## config.mk

```make
export PLATFORM = sky130hd
export DESIGN_NAME = uart_tx_dev_flat
export DESIGN_NICKNAME = d
export VERILOG_FILES = /design/src/rtl/uart_tx_dev_if.sv /design/src/rtl/uart_tx_dev.sv /design/src/flat_wrapper.sv
export SDC_FILE = /design/constraint.sdc
export NUM_CORES = 1
export LEC_CHECK = 0
export ABC_AREA = 1
export BUFFER_PORTS_ARGS = -buffer_cell sky130_fd_sc_hd__buf_2
export CAP_MARGIN = 20
export CORE_ASPECT_RATIO = 0.7
export CORE_MARGIN = 8
export CORE_UTILIZATION = 30
export DETAILED_ROUTE_END_ITERATION = 8
export GPL_TIMING_DRIVEN = 1
export PLACE_DENSITY = 0.6
export REMOVE_ABC_BUFFERS = 1
export SYNTH_ARGS = -nofsm -noshare
export SYNTH_HDL_FRONTEND = slang
export SYNTH_SLANG_ARGS = --single-unit
export TNS_END_PERCENT = 1
```

## constraint.sdc

```tcl
create_clock -name clk -period 6.6 [get_ports clk]
set_input_delay 0.99 -clock clk [delete_from_list [all_inputs] [get_ports clk]]
set_output_delay 0.99 -clock clk [all_outputs]
set_load 0.005 [all_outputs]
```

## src/rtl/uart_tx_dev_if.sv

```systemverilog
// ---------------------------------------------------------------------------
// uart_tx_dev_if
//   Bridge-side bus bundle for the memory-mapped UART transmitter.
//   Signals:
//     Addr  [29:0]  word address (only [1:0] decoded by the device)
//     WE            one-cycle write strobe
//     Din   [31:0]  write data
//     Dout  [31:0]  read data, combinational from Addr[1:0]
//   Modports:
//     master  bus bridge / CPU side (drives Addr, WE, Din)
//     slave   device side (drives Dout)
// ---------------------------------------------------------------------------
interface uart_tx_dev_if;
  logic [29:0] Addr;
  logic        WE;
  logic [31:0] Din;
  logic [31:0] Dout;

  modport master (output Addr, output WE, output Din, input Dout);
  modport slave  (input Addr, input WE, input Din, output Dout);
endinterface

```

## src/rtl/uart_tx_dev.sv

```systemverilog
// ---------------------------------------------------------------------------
// uart_tx_dev
//   Memory-mapped 8N1 UART transmitter with a small TX FIFO and a level IRQ
//   that signals "FIFO drained and line idle".
//   Ports:
//     clk    system clock, all state on the rising edge
//     reset  synchronous active-low reset
//     bus    register bus (slave modport): Addr, WE, Din in; Dout out
//     IRQ    registered level interrupt request
//     tx     registered serial line, idle high
//   Register map (Addr[1:0]): 0 CTRL {IE,EN}, 1 STATUS, 2 DIV, 3 TXDATA.
// ---------------------------------------------------------------------------
module uart_tx_dev #(
  parameter int          FIFO_DEPTH = 4,
  parameter logic [15:0] DIV_RESET  = 16'd434
) (
  input  logic          clk,
  input  logic          reset,
  uart_tx_dev_if.slave  bus,
  output logic          IRQ,
  output logic          tx
);

  localparam int PW = $clog2(FIFO_DEPTH);
  localparam int CW = PW + 1;

  typedef enum logic [1:0] {
    ST_IDLE  = 2'd0,
    ST_START = 2'd1,
    ST_DATA  = 2'd2,
    ST_STOP  = 2'd3
  } state_t;

  // Register file and FIFO bookkeeping
  logic [1:0]    ctrl_q;
  logic [15:0]   div_reg_q;
  logic          ovf_q;
  logic [7:0]    mem_q [FIFO_DEPTH];
  logic [PW-1:0] rd_ptr_q;
  logic [PW-1:0] wr_ptr_q;
  logic [CW-1:0] count_q;
  logic [CW-1:0] count_d;

  // Serialiser state; div_sh_q is the per-frame shadow of DIV
  state_t        state_q;
  logic [7:0]    shift_q;
  logic [2:0]    bitcnt_q;
  logic [15:0]   baud_q;
  logic [15:0]   div_sh_q;
  logic          tx_q;
  logic          irq_q;

  logic wr_ctrl_s, wr_stat_s, wr_div_s, wr_data_s;
  logic full_s, empty_s, pop_s, push_s, ovf_set_s, bit_end_s;
  logic unused_s;

  assign unused_s = ^{bus.Addr[29:2], bus.Din[31:16]};

  // Address decode, FIFO status and push/pop arbitration
  always_comb begin
    wr_ctrl_s = bus.WE && (bus.Addr[1:0] == 2'd0);
    wr_stat_s = bus.WE && (bus.Addr[1:0] == 2'd1);
    wr_div_s  = bus.WE && (bus.Addr[1:0] == 2'd2);
    wr_data_s = bus.WE && (bus.Addr[1:0] == 2'd3);
    full_s    = (count_q == CW'(FIFO_DEPTH));
    empty_s   = (count_q == {CW{1'b0}});
    pop_s     = (state_q == ST_IDLE) && ctrl_q[0] && !empty_s;
    // A push into a full FIFO still lands when the head is leaving this edge
    push_s    = wr_data_s && (!full_s || pop_s);
    ovf_set_s = wr_data_s && full_s && !pop_s;
    bit_end_s = (baud_q == div_sh_q);
    case ({push_s, pop_s})
      2'b10:   count_d = count_q + CW'(1);
      2'b01:   count_d = count_q - CW'(1);
      default: count_d = count_q;
    endcase
  end

  // Read mux
  always_comb begin
    case (bus.Addr[1:0])
      2'd0:    bus.Dout = {30'd0, ctrl_q};
      2'd1:    bus.Dout = {23'd0, ovf_q, 5'(count_q), empty_s, full_s,
                           (state_q != ST_IDLE)};
      2'd2:    bus.Dout = {16'd0, div_reg_q};
      default: bus.Dout = 32'd0;
    endcase
  end

  // Control registers, overflow flag and FIFO pointers
  always_ff @(posedge clk) begin
    if (!reset) begin
      ctrl_q    <= 2'd0;
      div_reg_q <= DIV_RESET;
      ovf_q     <= 1'b0;
      rd_ptr_q  <= {PW{1'b0}};
      wr_ptr_q  <= {PW{1'b0}};
      count_q   <= {CW{1'b0}};
    end else begin
      if (wr_ctrl_s) ctrl_q <= bus.Din[1:0];
      if (wr_div_s)  div_reg_q <= bus.Din[15:0];
      if (ovf_set_s) begin
        ovf_q <= 1'b1;
      end else if (wr_stat_s && bus.Din[8]) begin
        ovf_q <= 1'b0;
      end
      // Depth is a power of two, so pointers wrap naturally
      if (push_s) wr_ptr_q <= wr_ptr_q + PW'(1);
      if (pop_s)  rd_ptr_q <= rd_ptr_q + PW'(1);
      count_q <= count_d;
    end
  end

  // FIFO storage; contents are don't-care while the count says empty
  always_ff @(posedge clk) begin
    if (push_s) mem_q[wr_ptr_q] <= bus.Din[7:0];
  end

  // Bit FSM with baud counter, registered tx and IRQ
  always_ff @(posedge clk) begin
    if (!reset) begin
      state_q  <= ST_IDLE;
      shift_q  <= 8'd0;
      bitcnt_q <= 3'd0;
      baud_q   <= 16'd0;
      div_sh_q <= 16'd0;
      tx_q     <= 1'b1;
      irq_q    <= 1'b0;
    end else begin
      irq_q <= ctrl_q[1] & ctrl_q[0] & empty_s & (state_q == ST_IDLE);
      case (state_q)
        ST_IDLE: begin
          if (pop_s) begin
            shift_q  <= mem_q[rd_ptr_q];
            div_sh_q <= div_reg_q;
            bitcnt_q <= 3'd0;
            baud_q   <= 16'd0;
            tx_q     <= 1'b0;
            state_q  <= ST_START;
          end else begin
            tx_q <= 1'b1;
          end
        end
        ST_START: begin
          if (bit_end_s) begin
            baud_q  <= 16'd0;
            tx_q    <= shift_q[0];
            state_q <= ST_DATA;
          end else begin
            baud_q <= baud_q + 16'd1;
          end
        end
        ST_DATA: begin
          if (bit_end_s) begin
            baud_q <= 16'd0;
            if (bitcnt_q == 3'd7) begin
              tx_q    <= 1'b1;
              state_q <= ST_STOP;
            end else begin
              // shift_q[1] becomes shift_q[0] after this edge
              shift_q  <= {1'b0, shift_q[7:1]};
              bitcnt_q <= bitcnt_q + 3'd1;
              tx_q     <= shift_q[1];
            end
          end else begin
            baud_q <= baud_q + 16'd1;
          end
        end
        ST_STOP: begin
          if (bit_end_s) begin
            baud_q  <= 16'd0;
            state_q <= ST_IDLE;
          end else begin
            baud_q <= baud_q + 16'd1;
          end
        end
        default: begin
          tx_q    <= 1'b1;
          state_q <= ST_IDLE;
        end
      endcase
    end
  end

  assign tx  = tx_q;
  assign IRQ = irq_q;

endmodule
```

## src/flat_wrapper.sv

```systemverilog
// flat-port wrapper written by rule: the top's interface ports become plain ports
module uart_tx_dev_flat 
#(
  parameter int          FIFO_DEPTH = 4,
  parameter logic [15:0] DIV_RESET  = 16'd434
)
  (clk, reset, IRQ, tx, bus_Addr, bus_WE, bus_Din, bus_Dout);
  uart_tx_dev_if bus_i ();
  input  logic clk;
  input  logic reset;
  output logic IRQ;
  output logic tx;
  input wire logic [$bits(bus_i.Addr)-1:0] bus_Addr;
  input wire logic [$bits(bus_i.WE)-1:0] bus_WE;
  input wire logic [$bits(bus_i.Din)-1:0] bus_Din;
  output wire logic [$bits(bus_i.Dout)-1:0] bus_Dout;
  assign bus_i.Addr = bus_Addr;
  assign bus_i.WE = bus_WE;
  assign bus_i.Din = bus_Din;
  assign bus_Dout = bus_i.Dout;
  uart_tx_dev #(.FIFO_DEPTH(FIFO_DEPTH), .DIV_RESET(DIV_RESET)) u_core (.clk(clk), .reset(reset), .bus(bus_i), .IRQ(IRQ), .tx(tx));
endmodule
```

==> results of run 1 <==
power groups by stage:
stage / Sequential [W] / Combinational [W] / Clock, W
6_report: 0.000740 / 0.000326 / 0.000518
4_1_cts: 0.000740 / 0.000329 / 0.000532
3_3_place_gp: 0.000755 / 0.000322 / 0
5_1_grt: 0.000745 / 0.000374 / 0.000558
3_5_place_dp: 0.000755 / 0.000328 / 0
2_1_floorplan: 0.000749 / 0.000229 / 0
through the flow:
stage	hold slack, ns	power, W	setup slack [ns]	util, %
3_3_place_gp	0.4530	0.001077	3.475	32.76
5_1_grt	0.4885	0.001677	3.337	34.53
4_1_cts	0.4659	0.001601	3.437	34.53
2_1_floorplan	0.4356	0.0009790	3.727	-
3_5_place_dp	0.4544	0.001083	3.435	32.76
6_report	0.4642	0.001584	3.488	34.53
worst max-delay path, stage by stage:
cell and delay, ns:
buf_2 0.10, inv_1 0.05, nor2_2 0.17, inv_1 0.30, o221ai_1 0.34, buf_2 0.17
metal layers:
layer	routed length, um	vias up
li1	-	2155
met4	98	0
met2	4603	118
met3	698	11
met1	6159	1861
met5	0	-
cell families (layout without fill, tap and decap cells):
kind of cell / Yosys count / count (layout) / synth area share, %
and+or+nand+nor: 266 / 266 / 21.41
AOI/OAI and AO/OA: 144 / 144 / 15.45
buffers and inverters: 120 / 135 / 10.53
DFF: 107 / 107 / 48.43
adders and majority gates: 14 / 14 / 3.593
xor gates and xnor gates: 3 / 3 / 0.5168
other: 1 / 16 / 0.07375
state kept, by name, summed over array words and instances (netlist names), named ones only:
signal	count
u_core.div_reg_q	16
u_core.baud_q	16
u_core.shift_q	8
u_core.count_q	3
u_core.IRQ	1
u_core.ctrl_q	2
u_core.div_sh_q	16
u_core.wr_ptr_q	2
u_core.tx	1
u_core.rd_ptr_q	2
u_core.state_q	2
u_core.bitcnt_q	3
u_core.ovf_q	1
u_core.mem_q	32
synthesized netlist by cell type, types with 2 or more instances:
cell type    n  share of area (%)
nor3_1       7               0.69
nor2_1      66                4.9
nand4_1      5               0.62
o22ai_1      2               0.25
nor2_2       5               0.62
o32ai_1      7                1.2
buf_6        2               0.44
clkbuf_1    15                1.1
o211ai_1     2               0.30
buf_2        5               0.49
nand2_2      4               0.49
ha_1        13                3.2
o31ai_1      2               0.30
nand3_1     28                2.8
dfxtp_1     75                 30
inv_2        4               0.30
xor2_1       3               0.52
buf_4       17                2.5
o21ai_0     60                5.9
inv_1       76                5.6
a21oi_1     64                6.3
edfxtp_1    32                 19
nand2_1    147                 11
worst max-delay path by stage:
stage | startpoint | endpoint | slack, ns
detailed placement | bus_Addr[1] | bus_Dout[0] | 3.43
floorplan | u_core.state_q[0]$_SDFFE_PN0P_ | u_core.count_q[2]$_SDFFE_PN0P_ | 3.73
global route | bus_Addr[1] | bus_Dout[0] | 3.34
global placement | bus_Addr[1] | bus_Dout[0] | 3.47
CTS | bus_Addr[1] | bus_Dout[0] | 3.44
finish | bus_Addr[1] | bus_Dout[0] | 3.49
cell usage in the layout (no fill, tap or decap), types with 9 or more instances in the layout:
master,netlist,final
nor2_1,66,65
edfxtp_1,32,32
o21ai_0,60,60
clkbuf_16,0,9
nand2_1,147,147
a21oi_1,64,64
ha_1,13,13
conb_1,1,16
dfxtp_1,75,75
buf_2,5,38
inv_1,76,76
nand3_1,28,28
area by class of cell:
cell class	instances	area [um2]
flip-flops and latches	107	2462
clock inverters	5	47.55
inverters	80	300.3
multi-input cells	443	2146
clock buffers	11	242.7
fillers	1737	10770
well taps	225	281.5
repair buffers	39	197.7
==> flow_summary.toml, run 1 <==
[status]
run_status = "completed"

[floorplan]
io_pins = 99
start_util_pct = 30.92
fp.dieH_um = 124.9
core_area_um2 = 16440
dieArea_um2 = 21440
die_w_um = 171.6
rows = 39

[synthesis]
yosysSeqAreaShare_pct = 48.43
synth_area_um2 = 5085
ys.flop_type = "dfxtp_1"
ys_async_sr_fraction_pct = 0
ys_ff_latch = 107
yosys_warnings = 0
yosysUniqueCellTypes = 37
syn_area_per_cell_um2 = 7.763
syn-instance-count = 655
synth_edf_count = 32

[pwr]
swShare_pct = 31.42
p_leak_nw = 2.218
comb_power_share_pct = 20.6
p_sw_w = 0.0004979
p_per_area_nw_per_um2 = 279.0
internal-power_w = 0.001087
power_frac_clock_pct = 32.7
p_seq_share_pct = 46.7
vdd_drop_max_uv = 137.1

[clocking]
cts-root-buf = "clkbuf_16"
postCtsSetupBuffers = 0
clkLatencyLatePin_ns = 0.34
htreeDepth = 3
cts.sinks = 107
clkTransAtPathRegs_ns = 0.07
cts_resized = 0
numCtsBuffers = 9
cts_tree = "yes"
cts_hold_buf = 0
cts_buffer_depth = 2

[grt]
grt_pass1_vias = 3825
globalRouteMet1Util_pct = 16.52
use_met3_pct = 2.977
grt-ovfl-total = 0
track_usage_pct = 11.10
grt_pass1_wl_um = 19530
grt_max_degree = 50
antenna_found_initial = 0
grt.busiest_layer = "met1"
met2_usage_pct = 15.29

[routing]
antenna_left = 0
vias = 4145
wl_per_cell_um = 12.70
wl_um = 11560
drtIter0Drc = 266
drtPass1Iterations = 5
vias_per_cell = 4.555
drc = 0

[timing]
slew_viol_final = 0
finalCritPeriodShare_pct = 47.16
timing.fmax_ghz = 0.3213
setup_viol = 0
relSlewSlack_pct = 39.61
rsz0062_at_grt = "false"
final.setup.tns_ns = 0
layout_min_cycle_time_ns = 3.112
finalHoldViolations = 0
fin_skew_ns = 0.01176
worst_pin_slew_ns = 0.8998

[job]
drv_cap = 0

[setup_path]
r2r-start = "u_core.state_q[0]$_SDFFE_PN0P_"
arrival_ns = 2.12
rr_worst_depth = 8
worstPathMaxFanout = 13
crit_path_start_kind = "input pin"
end_kind = "primary output"
r2r-end = "u_core.shift_q[7]$_SDFFE_PN0P_"
crit_type = "in2out"
ff2ff_setup_slack_ns = 3.82
critPathRequiredTime_ns = 5.61

[layout]
layout-drive-gt1-share_pct = 10.22
area_delta_synth_final_pct = 11.66
design_area_um2 = 5678
num-nets-final = 759
layout.cells.non_filler = 910
diodes = 0

[worst_hold_path]
min_path_type = "reg2reg"
hp-start = "u_core.shift_q[0]$_SDFFE_PN0P_"
whs_path_depth = 2
hold_end = "u_core.shift_q[0]$_SDFFE_PN0P_"

[placement]
dpl_cell_area_um2 = 5388
routabilityCongestion = 0.7793
dpl.hpwl_um = 8308
dpl.cell_count = 894
port_buffers = 38
No activity file was read; power rests on OpenSTA's default activity.
==> run 2, diff against run 1 <==
clock period = 3.1 ns   (was 6.6 ns; I/O delays follow)
==> run 2 against run 1 <==
Hold slack got worse by 0.12 ns. Power is 110% higher. Combinational power grew 120%. Sequential power up 110%. Worst setup slack got worse by 2.9 ns. Final area up 0.88%. Clock power increased by 110%. Flip-flop and latch count stayed put.
==> flow_summary.toml, run 2 (same netlist as run 1, synthesis figures left out) <==
[status]
run_status = "completed"

[setup_path]
cp_common_cell = "nand2_1"
arrival_ns = 2.71
slowest_stage = "dfxtp_1"
max_stage_delay_ns = 0.39
crit_type = "reg2reg"
rr_worst_depth = 12
crit_path_cell_trace = "inv_1 -> ha_1 -> nand2_1 -> nand2_1 -> nand2_1 -> ha_1 -> inv_1 -> fa_1 -> a21oi_1 -> o21ai_0 -> o21ai_0 -> a21oi_1"
crit_path_start_kind = "flip-flop"
end_kind = "flip-flop"
critPathRequiredTime_ns = 3.34
worstPathMaxFanout = 9

[clocking]
cts_resized = 0
cts_tree = "yes"
htreeDepth = 3
cts.sinks = 107
cts_buffer_depth = 2
cts-root-buf = "clkbuf_16"
clkLatencyLatePin_ns = 0.35
postCtsSetupBuffers = 0
clkTransAtPathRegs_ns = 0.07
cts_hold_buf = 0
numCtsBuffers = 9

[placement]
dpl.hpwl_um = 8324
routabilityCongestion = 0.7947
port_buffers = 38

[layout]
area_delta_synth_final_pct = 12.65
final_cell_mix = "nand2_1 (147), inv_1 (76), dfxtp_1 (75)"
num-nets-final = 766
max_flop_register = "u_core.mem_q"
final_common_cell = "nand2_1"
diodes = 0
layout-drive-gt1-share_pct = 11.13
fin_util_pct = 34.83
largest_register_ffs = 32

[timing]
fin_skew_ns = 0.008736
final.setup.tns_ns = 0
layout_min_cycle_time_ns = 2.474
relSlewSlack_pct = 53.69
setup_viol = 0
whs_ns = 0.3472
slew_viol_final = 0
finalHoldViolations = 0
rsz0062_at_grt = "false"
finalCritPeriodShare_pct = 79.81
timing.fmax_ghz = 0.4042
worst_pin_slew_ns = 0.6939

[grt]
track_usage_pct = 11.21
grt-ovfl-total = 0
grt_max_degree = 49
antenna_found_initial = 0
grt_pass1_wl_um = 19390
grt_pass1_vias = 3766

[routing]
drtPass1Iterations = 5
drc = 0
wl_um = 11730
vias_per_cell = 4.473
drtIter0Drc = 270
antenna_left = 0
wl_per_cell_um = 12.79
vias = 4102

[floorplan]
start_util_pct = 30.92
core_area_um2 = 16440
io_pins = 99
dieArea_um2 = 21440
fp.dieH_um = 124.9
rows = 39
die_w_um = 171.6

[pwr]
total_power_w = 0.003395
p_sw_w = 0.001063
p_leak_nw = 2.248
comb_power_share_pct = 21.1
vdd_drop_max_uv = 288.5
p_per_area_nw_per_um2 = 592.7
power_frac_clock_pct = 32.5
p_seq_share_pct = 46.5
internal-power_w = 0.002332
swShare_pct = 31.32

[worst_hold_path]
whs_path_depth = 1
min_path_type = "in2reg"

[job]
drv_cap = 0
-- run 2: changes by cell type in the layout (fill, tap and decap cells not counted), sizes merged --
cell,delta
clkbuf,-1
clkinvlp,+1
buf,+7
clkinv,+1
inv,-1
-- run 2: area by class of cell --
| class | count | area (um2) |
|---|---|---|
| tap | 225 | 281.5 |
| clock inverter | 6 | 48.80 |
| clock buffer | 10 | 239.0 |
| fill | 1744 | 10720 |
| multi-input combinational | 443 | 2146 |
| sequential | 107 | 2462 |
| timing repair buffer | 46 | 250.2 |
| inverter | 80 | 300.3 |
-- run 2: per-layer routing --
layer,part of all wire (%),wire [um],GRT usage (%)
met1,55,6394,17.45
met2,40,4679,14.87
met3,4.9,580,3.103
met4,0.65,76,2.040
met5,0,0,0
-- run 2: final timing paths --
kind | startpoint | end | slack (ns)
worst max-delay path | u_core.state_q[0]$_SDFFE_PN0P_ | u_core.count_q[2]$_SDFFE_PN0P_ | 0.63
worst min-delay path | bus_Din[3] | u_core.mem_q[3][3]$_DFFE_PP_ | 0.35
worst max register to register | u_core.state_q[0]$_SDFFE_PN0P_ | u_core.count_q[2]$_SDFFE_PN0P_ | 0.63
worst min register to register | u_core.rd_ptr_q[1]$_SDFFE_PN0P_ | u_core.rd_ptr_q[1]$_SDFFE_PN0P_ | 0.46
-- run 2: metrics by stage --
stage	cell area [um2]	std cells	worst slack, ns
finish	5728	917	0.6259
global route	5728	917	0.3222
CTS	5728	917	0.6216
detailed placement	5440	901	0.6545
global placement	5440	901	0.6830
floorplan	4906	630	0.2265
-- run 2: worst max-delay path, delay by kind of cell, from the launching register on --
family	cells	cell delay, ns
AND/OR/NAND/NOR	3	0.49
adder cells (fa/ha/maj)	3	0.85
flip-flops	1	0.39
AO/OA/AOI/OAI	4	0.46
buffers and inverters	2	0.17
-- run 2: power by group through the flow --
stage,Clock (W),Combinational (W),Sequential (W)
finish,0.00110,0.000716,0.00158
global route,0.00119,0.000819,0.00159
CTS,0.00113,0.000721,0.00158
detailed placement,0,0.000720,0.00161
global placement,0,0.000715,0.00161
floorplan,0,0.000489,0.00160
==> run 3, diff against run 2 <==
PLACE_DENSITY = 0.61   (was 0.6)
clock period = 2.1 ns   (was 3.1 ns; I/O delays follow)
==> run 3 against run 2 <==
Core utilization up 1.5 points. Global-route usage rose by 0.24 points. Final cell count increased by 2.6%. Critical path depth down 1. Sequential share of layout area decreased by 1.8 points. Final area grew 4.3%. Non-clock buffer count grew 24. Clock skew shrank 0.0026 ns. Worst setup slack lost 0.50 ns. Clock-buffer cell count shrank 1. First-iteration DRC count increased by 20%. Critical endpoint unchanged.
==> flow_summary.toml, run 3 (same netlist as run 1, synthesis figures left out) <==
[timing]
setup_ws_ns = 0.1270
timing.fmax_ghz = 0.5068
final.setup.tns_ns = 0
relSlewSlack_pct = 52.46
slew_viol_final = 0
whs_ns = 0.2037
finalHoldViolations = 0
setup_viol = 0
fin_skew_ns = 0.006175
layout_min_cycle_time_ns = 1.973
worst_pin_slew_ns = 0.7123
finalCritPeriodShare_pct = 93.95

[floorplan]
die_w_um = 171.6
rows = 39
fp.dieH_um = 124.9
io_pins = 99
dieArea_um2 = 21440
start_util_pct = 30.92
core_area_um2 = 16440

[placement]
port_buffers = 38
dpl.hpwl_um = 8544
dpl.cell_count = 925
dp_slack_ns = -0.03740
routabilityCongestion = 0.8316
dpl_cell_area_um2 = 5633

[layout]
design_area_um2 = 5977
fillers = 1731
diodes = 0
layout-drive-gt1-share_pct = 15.22
final_cell_mix = "nand2_1 (145), inv_1 (76), dfxtp_1 (74)"
area_delta_synth_final_pct = 17.54
seq_area_um2 = 2464
max_flop_register = "u_core.mem_q"
num-nets-final = 790
largest_register_ffs = 32
layout.cells.non_filler = 941
final_common_cell = "nand2_1"
multi_input_area_um2 = 2163

[setup_path]
r2r-start = "u_core.state_q[1]$_SDFFE_PN0P_"
end_kind = "flip-flop"
worstPathMaxFanout = 3
crit_path_cell_trace = "inv_1 -> ha_2 -> nand2_2 -> nor2_2 -> ha_1 -> inv_1 -> fa_2 -> a21oi_1 -> o21ai_1 -> o21ai_1 -> a21oi_1"
arrival_ns = 2.21
r2r-end = "u_core.count_q[2]$_SDFFE_PN0P_"
crit_path_start_kind = "flip-flop"
max_stage_delay_ns = 0.35
crit_type = "reg2reg"
rr_worst_depth = 11
critPathRequiredTime_ns = 2.34
ff2ff_setup_slack_ns = 0.13
slowest_stage = "fa_2"

[grt]
grt_pass1_vias = 3813
track_usage_pct = 11.45
grt_pass1_wl_um = 19810
antenna_found_initial = 0
grt_max_degree = 41
grt-ovfl-total = 0

[pwr]
power_frac_clock_pct = 33.4
p_leak_nw = 2.394
swShare_pct = 31.05
p_seq_share_pct = 43.4
p_sw_w = 0.001657
vdd_drop_max_uv = 521.9
p_per_area_nw_per_um2 = 892.8
internal-power_w = 0.003680
comb_power_share_pct = 23.2

[job]
drv_cap = 0

[worst_hold_path]
whs_path_depth = 1
min_path_type = "in2reg"
hp-start = "bus_Din[4]"
hold_end = "u_core.mem_q[1][4]$_DFFE_PP_"

[routing]
drc = 0
wl_per_cell_um = 12.53
drtIter0Drc = 325
vias = 4176
antenna_left = 0
vias_per_cell = 4.438
wl_um = 11790
drtPass1Iterations = 5

[clocking]
cts_buffer_depth = 2
numCtsBuffers = 9
cts_tree = "yes"
clkTransAtPathRegs_ns = 0.08
cts-root-buf = "clkbuf_16"
clkLatencyLatePin_ns = 0.35
cts.sinks = 107
htreeDepth = 3

[status]
run_status = "completed"
==> run 3: through the flow <==
stage          utilization [%]  power (W)
6_report                 36.35   0.005336
4_1_cts                  36.24   0.005379
5_1_grt                  36.35   0.005666
3_3_place_gp             34.25   0.003580
3_5_place_dp             34.25   0.003585
2_1_floorplan                -   0.003077
==> run 3: power by group through the flow <==
stage          Sequential (W)  Combinational (W)  Clock, W
2_1_floorplan         0.00236           0.000721         0
3_3_place_gp          0.00236            0.00122         0
3_5_place_dp          0.00236            0.00123         0
4_1_cts               0.00231            0.00124   0.00183
5_1_grt               0.00233            0.00143   0.00191
6_report              0.00232            0.00124   0.00178
==> run 3: repair_timing <==
action,in CTS,in global routing
hold buffers,0,0
gates resized for setup,2,8
endpoints found under the hold margin,0,0
endpoints found under the setup margin,1,13
buffers inserted,0,0
pin swaps,0,0
==> run 3: worst max-delay path: cells and delay by family, from the launching register on <==
| kind | cells | cell delay [ns] |
|---|---|---|
| adders and majority gates | 3 | 0.76 |
| AOI/OAI and AO/OA | 4 | 0.42 |
| DFF | 1 | 0.31 |
| and+or+nand+nor | 2 | 0.24 |
| buffers and inverters | 2 | 0.15 |
==> run 3: area by class of cell <==
cell class | count | area share (%)
clock buffers | 9 | 3.768
clock inverters | 7 | 1.612
well taps | 225 | 4.710
repair buffers | 70 | 7.473
multi-input cells | 443 | 36.19
flip-flops and latches | 107 | 41.22
inverters | 80 | 5.024
==> run 3: worst max path at each step <==
stage                                   start                               to  slack, ns
4_1_cts        u_core.state_q[1]$_SDFFE_PN0P_   u_core.count_q[2]$_SDFFE_PN0P_       0.03
5_1_grt        u_core.state_q[0]$_SDFFE_PN0P_  u_core.bitcnt_q[2]$_SDFFE_PN0P_     -0.004
6_report       u_core.state_q[1]$_SDFFE_PN0P_   u_core.count_q[2]$_SDFFE_PN0P_       0.13
2_1_floorplan  u_core.state_q[0]$_SDFFE_PN0P_   u_core.count_q[2]$_SDFFE_PN0P_      -0.77
3_3_place_gp   u_core.state_q[0]$_SDFFE_PN0P_   u_core.count_q[2]$_SDFFE_PN0P_     -0.002
3_5_place_dp   u_core.state_q[1]$_SDFFE_PN0P_   u_core.count_q[2]$_SDFFE_PN0P_      -0.04
==> run 3: per-layer routing <==
layer / track usage, % / vias up / share of wire (%)
met4: 2.958 / 0 / 0.79
met1: 17.40 / 1840 / 54
met3: 2.945 / 9 / 5.5
li1: - / 2227 / -
met5: 0 / - / 0
met2: 15.47 / 100 / 40
